**src/rtl/switch_ingress_fifo.sv**
```systemverilog
// rtl/switch_ingress_fifo.sv - ingress FIFO feeding the address switch with single-cycle beats
//
// Purpose:
//   Buffers producer transactions (valid/ready) in a circular FIFO and drains
//   them as one-cycle vld/addr/data beats. The switch cannot stall, so a beat
//   is issued on every clock with a queued entry unless pause is high.
//
// Ports:
//   clk, rstn          clock (rising edge), asynchronous active-low reset
//   in_vld, in_rdy     producer handshake; a push happens when both are high
//   in_addr, in_data   producer transaction fields
//   pause              holds the queue; no beats issued while high
//   vld, addr, data    registered beat to the switch
//   level, full, empty occupancy status
//   cnt_clr            (SW_INGRESS_CNT_EN only) synchronous clear of the counters
//   cnt_a, cnt_b       (SW_INGRESS_CNT_EN only) beats with addr <= ADDR_DIV / above it
//
// Optional feature macro: SW_INGRESS_CNT_EN

module switch_ingress_fifo #(
    parameter int                    ADDR_WIDTH = 8,
    parameter int                    DATA_WIDTH = 16,
    parameter int                    DEPTH      = 8,
    parameter logic [ADDR_WIDTH-1:0] ADDR_DIV   = 8'h3F
) (
    input  logic                      clk,
    input  logic                      rstn,
    input  logic                      in_vld,
    output logic                      in_rdy,
    input  logic [ADDR_WIDTH-1:0]     in_addr,
    input  logic [DATA_WIDTH-1:0]     in_data,
    input  logic                      pause,
    output logic                      vld,
    output logic [ADDR_WIDTH-1:0]     addr,
    output logic [DATA_WIDTH-1:0]     data,
    output logic [$clog2(DEPTH):0]    level,
    output logic                      full,
    output logic                      empty
`ifdef SW_INGRESS_CNT_EN
    ,
    input  logic                      cnt_clr,
    output logic [15:0]               cnt_a,
    output logic [15:0]               cnt_b
`endif
);

    // Pointers carry one extra wrap bit so full and empty are distinguishable.
    localparam int PW = $clog2(DEPTH) + 1;
    localparam int EW = ADDR_WIDTH + DATA_WIDTH;

    logic [PW-1:0]         wr_ptr;
    logic [PW-1:0]         rd_ptr;
    logic [EW-1:0]         mem [DEPTH];
    logic [EW-1:0]         head;
    logic [ADDR_WIDTH-1:0] head_addr;
    logic [DATA_WIDTH-1:0] head_data;
    logic                  push;
    logic                  pop;

    assign empty  = (wr_ptr == rd_ptr);
    assign full   = (wr_ptr[PW-1] != rd_ptr[PW-1]) &&
                    (wr_ptr[PW-2:0] == rd_ptr[PW-2:0]);
    assign level  = wr_ptr - rd_ptr;
    // Ready depends only on occupancy: a pop in the same cycle does not free a slot.
    assign in_rdy = !full;

    assign push = in_vld && in_rdy;
    assign pop  = !empty && !pause;

    assign head      = mem[rd_ptr[PW-2:0]];
    assign head_addr = head[EW-1 -: ADDR_WIDTH];
    assign head_data = head[DATA_WIDTH-1:0];

    // Storage has no reset; stale contents are never read because the
    // pointers are cleared.
    always_ff @(posedge clk) begin
        if (push) begin
            mem[wr_ptr[PW-2:0]] <= {in_addr, in_data};
        end
    end

    always_ff @(posedge clk or negedge rstn) begin
        if (!rstn) begin
            wr_ptr <= '0;
            rd_ptr <= '0;
            vld    <= 1'b0;
            addr   <= '0;
            data   <= '0;
        end else begin
            if (push) begin
                wr_ptr <= wr_ptr + 1'b1;
            end
            if (pop) begin
                rd_ptr <= rd_ptr + 1'b1;
                vld    <= 1'b1;
                addr   <= head_addr;
                data   <= head_data;
            end else begin
                vld    <= 1'b0;
            end
        end
    end

`ifdef SW_INGRESS_CNT_EN
    // Classifies each beat by the routing split; a clear on the same edge
    // as a pop discards that pop's count.
    always_ff @(posedge clk or negedge rstn) begin
        if (!rstn) begin
            cnt_a <= '0;
            cnt_b <= '0;
        end else if (cnt_clr) begin
            cnt_a <= '0;
            cnt_b <= '0;
        end else if (pop) begin
            if (head_addr <= ADDR_DIV) begin
                cnt_a <= cnt_a + 16'd1;
            end else begin
                cnt_b <= cnt_b + 16'd1;
            end
        end
    end
`endif

endmodule

```
**config.mk**
```make
export PLATFORM = sky130hd
export DESIGN_NAME = switch_ingress_fifo
export DESIGN_NICKNAME = d
export VERILOG_FILES = /design/src/rtl/switch_ingress_fifo.sv
export SDC_FILE = /design/constraint.sdc
export NUM_CORES = 1
export LEC_CHECK = 0
export BUFFER_PORTS_ARGS = -buffer_cell sky130_fd_sc_hd__buf_2
export CORE_UTILIZATION = 30
export DETAILED_ROUTE_END_ITERATION = 7
export GPL_TIMING_DRIVEN = 0
export HOLD_SLACK_MARGIN = 0.15
export PLACE_DENSITY = 0.53
export SYNTH_ARGS = -nofsm -noshare
export SYNTH_HDL_FRONTEND = slang
export SYNTH_SLANG_ARGS = --single-unit
```
**constraint.sdc**
```tcl
create_clock -name clk -period 5.1 [get_ports clk]
set_input_delay 0.255 -clock clk [delete_from_list [all_inputs] [get_ports clk]]
set_output_delay 0.255 -clock clk [all_outputs]
set_load 0.05 [all_outputs]
```
==> run_summary.xml <==
<?xml version="1.0" encoding="UTF-8"?>
<metrics>
  <group name="yosys">
    <metric name="synth.ff_latch_count" unit="">225</metric>
    <metric name="ys_warn_count" unit="">0</metric>
    <metric name="synthesis.instances" unit="">476</metric>
    <metric name="syn-mean-instance-area" unit="um2">18.3</metric>
    <metric name="synth_top_cell_area_share" unit="">0.662</metric>
    <metric name="seq_area_frac_synth" unit="">0.757</metric>
    <metric name="dominantRegCellSynth" unit="">sky130_fd_sc_hd__edfxtp_1</metric>
    <metric name="synth.largest_area_cell" unit="">sky130_fd_sc_hd__edfxtp_1</metric>
    <metric name="post_synthesis_instance_area" unit="um2">8710</metric>
    <metric name="synthArstFlopShare" unit="">0.147</metric>
    <metric name="synth-edff-count" unit="">192</metric>
    <metric name="yosys.cell_types.count" unit="">33</metric>
    <metric name="netlist_top_cells_area" unit="">sky130_fd_sc_hd__edfxtp_1, sky130_fd_sc_hd__dfrtp_1, sky130_fd_sc_hd__mux4_2, sky130_fd_sc_hd__mux2_2, sky130_fd_sc_hd__mux2i_1</metric>
    <metric name="synth_fp_nets" unit="">510</metric>
  </group>
  <group name="critical_path">
    <metric name="critical_path_peak_fanout" unit="">10</metric>
    <metric name="crit_family" unit="">buffers and inverters</metric>
    <metric name="crit_buf_inv" unit="">4</metric>
    <metric name="timing.critical_path.mode_cell" unit="">sky130_fd_sc_hd__clkbuf_1</metric>
    <metric name="crit_path_cell_trace" unit="">clkbuf_1 -&gt; clkbuf_1 -&gt; inv_1 -&gt; ha_1 -&gt; a41oi_2 -&gt; nand2_1 -&gt; nor3_2 -&gt; buf_4</metric>
    <metric name="critPathRequiredTime" unit="ps">5300</metric>
    <metric name="signal_arrival_time_at_the_worst_endpoint" unit="ps">3900</metric>
    <metric name="critPathSlowestCell" unit="">sky130_fd_sc_hd__nor3_2</metric>
    <metric name="critPathCaptureType" unit="">flip-flop</metric>
    <metric name="setup.worst_path.start_class" unit="">flip-flop</metric>
    <metric name="slowest_delay" unit="ps">800</metric>
    <metric name="setup_cp_type" unit="">reg2reg</metric>
  </group>
  <group name="power_and_ir_drop">
    <metric name="p_seq_frac" unit="">0.364</metric>
    <metric name="power.switching" unit="mW">2.59</metric>
    <metric name="irDropWorstVdd" unit="V">0.000239</metric>
    <metric name="clock_power_share" unit="">0.260</metric>
    <metric name="share_of_total_power_in_combinational_logic" unit="">0.376</metric>
    <metric name="netSwitchingFraction" unit="">0.371</metric>
    <metric name="p_per_area" unit="nW/um2">645</metric>
    <metric name="power_report.internal_total" unit="mW">4.39</metric>
    <metric name="static-leakage-power" unit="nW">3.84</metric>
    <metric name="totalPowerFinal" unit="mW">6.98</metric>
  </group>
  <group name="timing">
    <metric name="worst-slew-pin-transition" unit="ps">1220</metric>
    <metric name="period_needed" unit="ps">3700</metric>
    <metric name="rsz0062_at_grt" unit="">false</metric>
    <metric name="finalHoldWorstSlack" unit="ps">258</metric>
    <metric name="maxClockFrequency" unit="GHz">0.270</metric>
    <metric name="final_cycle_share" unit="">0.726</metric>
    <metric name="slew_violations" unit="">0</metric>
    <metric name="finalWorstSetupSlack" unit="ps">1400</metric>
    <metric name="timing_hold_violations_final" unit="">0</metric>
    <metric name="timing.clock.skew" unit="ps">6.00</metric>
    <metric name="fin_setup_tns" unit="ps">0</metric>
    <metric name="slew_headroom" unit="">0.186</metric>
    <metric name="report.final.setup_viol" unit="">0</metric>
  </group>
  <group name="placement">
    <metric name="detailed_place_hpwl" unit="um">13500</metric>
    <metric name="postPlaceCellArea" unit="um2">9710</metric>
    <metric name="placement.setup.worst_slack" unit="ps">1400</metric>
    <metric name="routabilityCongestion" unit="">0.761</metric>
    <metric name="placed_cells" unit="">935</metric>
    <metric name="port_buffers" unit="">59</metric>
  </group>
  <group name="floorplanning">
    <metric name="floorplan.initialDensity" unit="">0.304</metric>
    <metric name="coreArea" unit="um2">28600</metric>
    <metric name="core.rowCount" unit="">62</metric>
    <metric name="chipHeight" unit="um">172</metric>
    <metric name="io_pins" unit="">60</metric>
    <metric name="area_of_the_die" unit="um2">29700</metric>
    <metric name="floorplan.die.width" unit="um">172</metric>
  </group>
  <group name="drt">
    <metric name="vias_per_cell" unit="">4.70</metric>
    <metric name="route.detailed.drc" unit="">0</metric>
    <metric name="wl_per_cell" unit="um">20.5</metric>
    <metric name="total_via_count_in_the_routed_design" unit="">4723</metric>
    <metric name="antenna_left" unit="">0</metric>
    <metric name="drt_wl_total" unit="um">20600</metric>
    <metric name="detail_route.first_pass.iterations" unit="">4</metric>
    <metric name="first_iteration_detailed_routing_drc_count" unit="">368</metric>
  </group>
  <group name="finish">
    <metric name="fillerInstances" unit="">2665</metric>
    <metric name="design_area" unit="um2">10800</metric>
    <metric name="fin_nets" unit="">637</metric>
    <metric name="syn2layout_area_growth" unit="%">24.2</metric>
    <metric name="drive_gt1_frac" unit="">0.298</metric>
    <metric name="number_of_inserted_diodes" unit="">0</metric>
    <metric name="instances_no_fill" unit="">1005</metric>
    <metric name="final_core_utilization" unit="">0.378</metric>
    <metric name="layout_commonest_cell" unit="">sky130_fd_sc_hd__edfxtp_1</metric>
    <metric name="mostFrequentLayoutCells" unit="">sky130_fd_sc_hd__edfxtp_1, sky130_fd_sc_hd__buf_2, sky130_fd_sc_hd__dfrtp_1, sky130_fd_sc_hd__nand2_1</metric>
  </group>
  <group name="clocking">
    <metric name="worstSkewPairLatency" unit="ps">510</metric>
    <metric name="depth_of_the_cts_h_tree" unit="">1</metric>
    <metric name="path_clk_slew" unit="ps">60</metric>
    <metric name="clk_path_buf_depth" unit="">3</metric>
    <metric name="number_of_buffers_added_by_the_clock_tree_synthesis_step" unit="">24</metric>
    <metric name="buffer_type_at_the_clock_tree_root" unit="">sky130_fd_sc_hd__clkbuf_16</metric>
    <metric name="tritoncts" unit="">built</metric>
    <metric name="cts.sink_count" unit="">225</metric>
  </group>
  <group name="outcome">
    <metric name="run_status" unit="">finished, final reports clean</metric>
  </group>
  <group name="grt">
    <metric name="congestion_overflow_gr" unit="">0</metric>
    <metric name="antenna_violations_before_repair" unit="">0</metric>
    <metric name="grt_pass1_vias" unit="">4891</metric>
    <metric name="grt_use_total" unit="">0.143</metric>
    <metric name="maximum_number_of_pins_on_one_net_before_global_route_repair" unit="">34</metric>
    <metric name="grt_first_pass_wirelength" unit="um">30800</metric>
  </group>
  <group name="min_path">
    <metric name="timing.hold.worst.class" unit="">in2reg</metric>
  </group>
  <group name="run">
    <metric name="drv.max_cap_violation_count" unit="">0</metric>
  </group>
</metrics>
Yosys cell counts (2+ instances only):
cell	instances
sky130_fd_sc_hd__mux2i_1	24
sky130_fd_sc_hd__ha_1	5
sky130_fd_sc_hd__buf_4	4
sky130_fd_sc_hd__o21ai_1	24
sky130_fd_sc_hd__nor3_1	4
sky130_fd_sc_hd__xnor2_1	6
sky130_fd_sc_hd__dfrtp_1	33
sky130_fd_sc_hd__nand2_1	32
sky130_fd_sc_hd__buf_2	8
sky130_fd_sc_hd__nor2_1	5
sky130_fd_sc_hd__o221ai_1	24
sky130_fd_sc_hd__edfxtp_1	192
sky130_fd_sc_hd__nand3_1	26
sky130_fd_sc_hd__inv_1	12
sky130_fd_sc_hd__mux2_2	24
sky130_fd_sc_hd__clkbuf_1	13
sky130_fd_sc_hd__mux4_2	23
sky130_fd_sc_hd__xor2_1	2
state kept, by name, summed over array words and instances (netlist names):
register	flops
wr_ptr	4
mem	192
rd_ptr	4
addr	8
vld	1
data	16
power by group through the flow:
| stage | sequential, mW | clock (mW) | combinational (mW) |
|---|---|---|---|
| 2_1_floorplan | 2.89 | 0 | 1.49 |
| 3_3_place_gp | 2.59 | 0 | 2.52 |
| 3_5_place_dp | 2.58 | 0 | 2.65 |
| 4_1_cts | 2.55 | 1.84 | 2.67 |
| 5_1_grt | 2.58 | 1.92 | 2.82 |
| 6_report | 2.54 | 1.81 | 2.63 |
final cells by class:
| cell class | count | area, um2 | share of cell area |
|---|---|---|---|
| Clock inverter | 10 | 125 | 0.0116 |
| Inverter | 12 | 45.0 | 0.00416 |
| Tap cell | 384 | 480 | 0.0444 |
| Timing Repair Buffer | 101 | 741 | 0.0685 |
| Buffer | 28 | 154 | 0.0142 |
| Clock buffer | 34 | 719 | 0.0665 |
| Multi-Input combinational cell | 211 | 1960 | 0.181 |
| Sequential cell | 225 | 6590 | 0.609 |
logic make-up (layout without fill, tap and decap cells):
kind of cell,after synthesis,in the layout,share of synthesized area
xor+xnor,9,9,0.00991
flops,225,225,0.757
simple gates,70,70,0.0353
fa+ha+maj,6,6,0.00948
compound gates,53,53,0.0431
buf+inv,40,185,0.0228
mux,73,73,0.122
layer usage:
layer | vias up | wire [um] | share of wire | global-route usage
met3 | 26 | 1280 | 0.062 | 0.0256
met2 | 137 | 9740 | 0.47 | 0.231
met1 | 2421 | 9210 | 0.45 | 0.200
met4 | 0 | 327 | 0.016 | 0.0358
met5 | - | 0 | 0 | 0
li1 | 2139 | - | - | -
path summary, 6_finish.rpt:
| check | startpoint | endpoint | slack, ps | cells past startpoint |
|---|---|---|---|---|
| min in group asynchronous | rstn | wr_ptr[2] | 410 | 2 |
| worst max register to register | rd_ptr[2] | mem[4][14] | 1400 | 8 |
| worst min-delay path | pause | rd_ptr[1] | 260 | 3 |
| worst min register to register | addr[3] | addr[3] | 480 | 2 |
| worst max-delay path | rd_ptr[2] | mem[4][14] | 1400 | 8 |
| max in group asynchronous | rstn | data[8] | 4130 | 2 |
worst reg2reg max path, delay by kind of cell (launching register included):
family | cells | cell delay (ps)
buffers and inverters | 4 | 1340
and+or+nand+nor | 2 | 1040
adders and majority gates | 1 | 380
DFF | 1 | 330
AOI/OAI and AO/OA | 1 | 300
what timing repair did:
item                                   4_1_cts  5_1_grt
setup buffers                                0        0
endpoints found under the hold margin      227        0
resized for setup                            0        0
hold buffers                                26        0
Note: power is estimated with default switching activity, not from simulation.
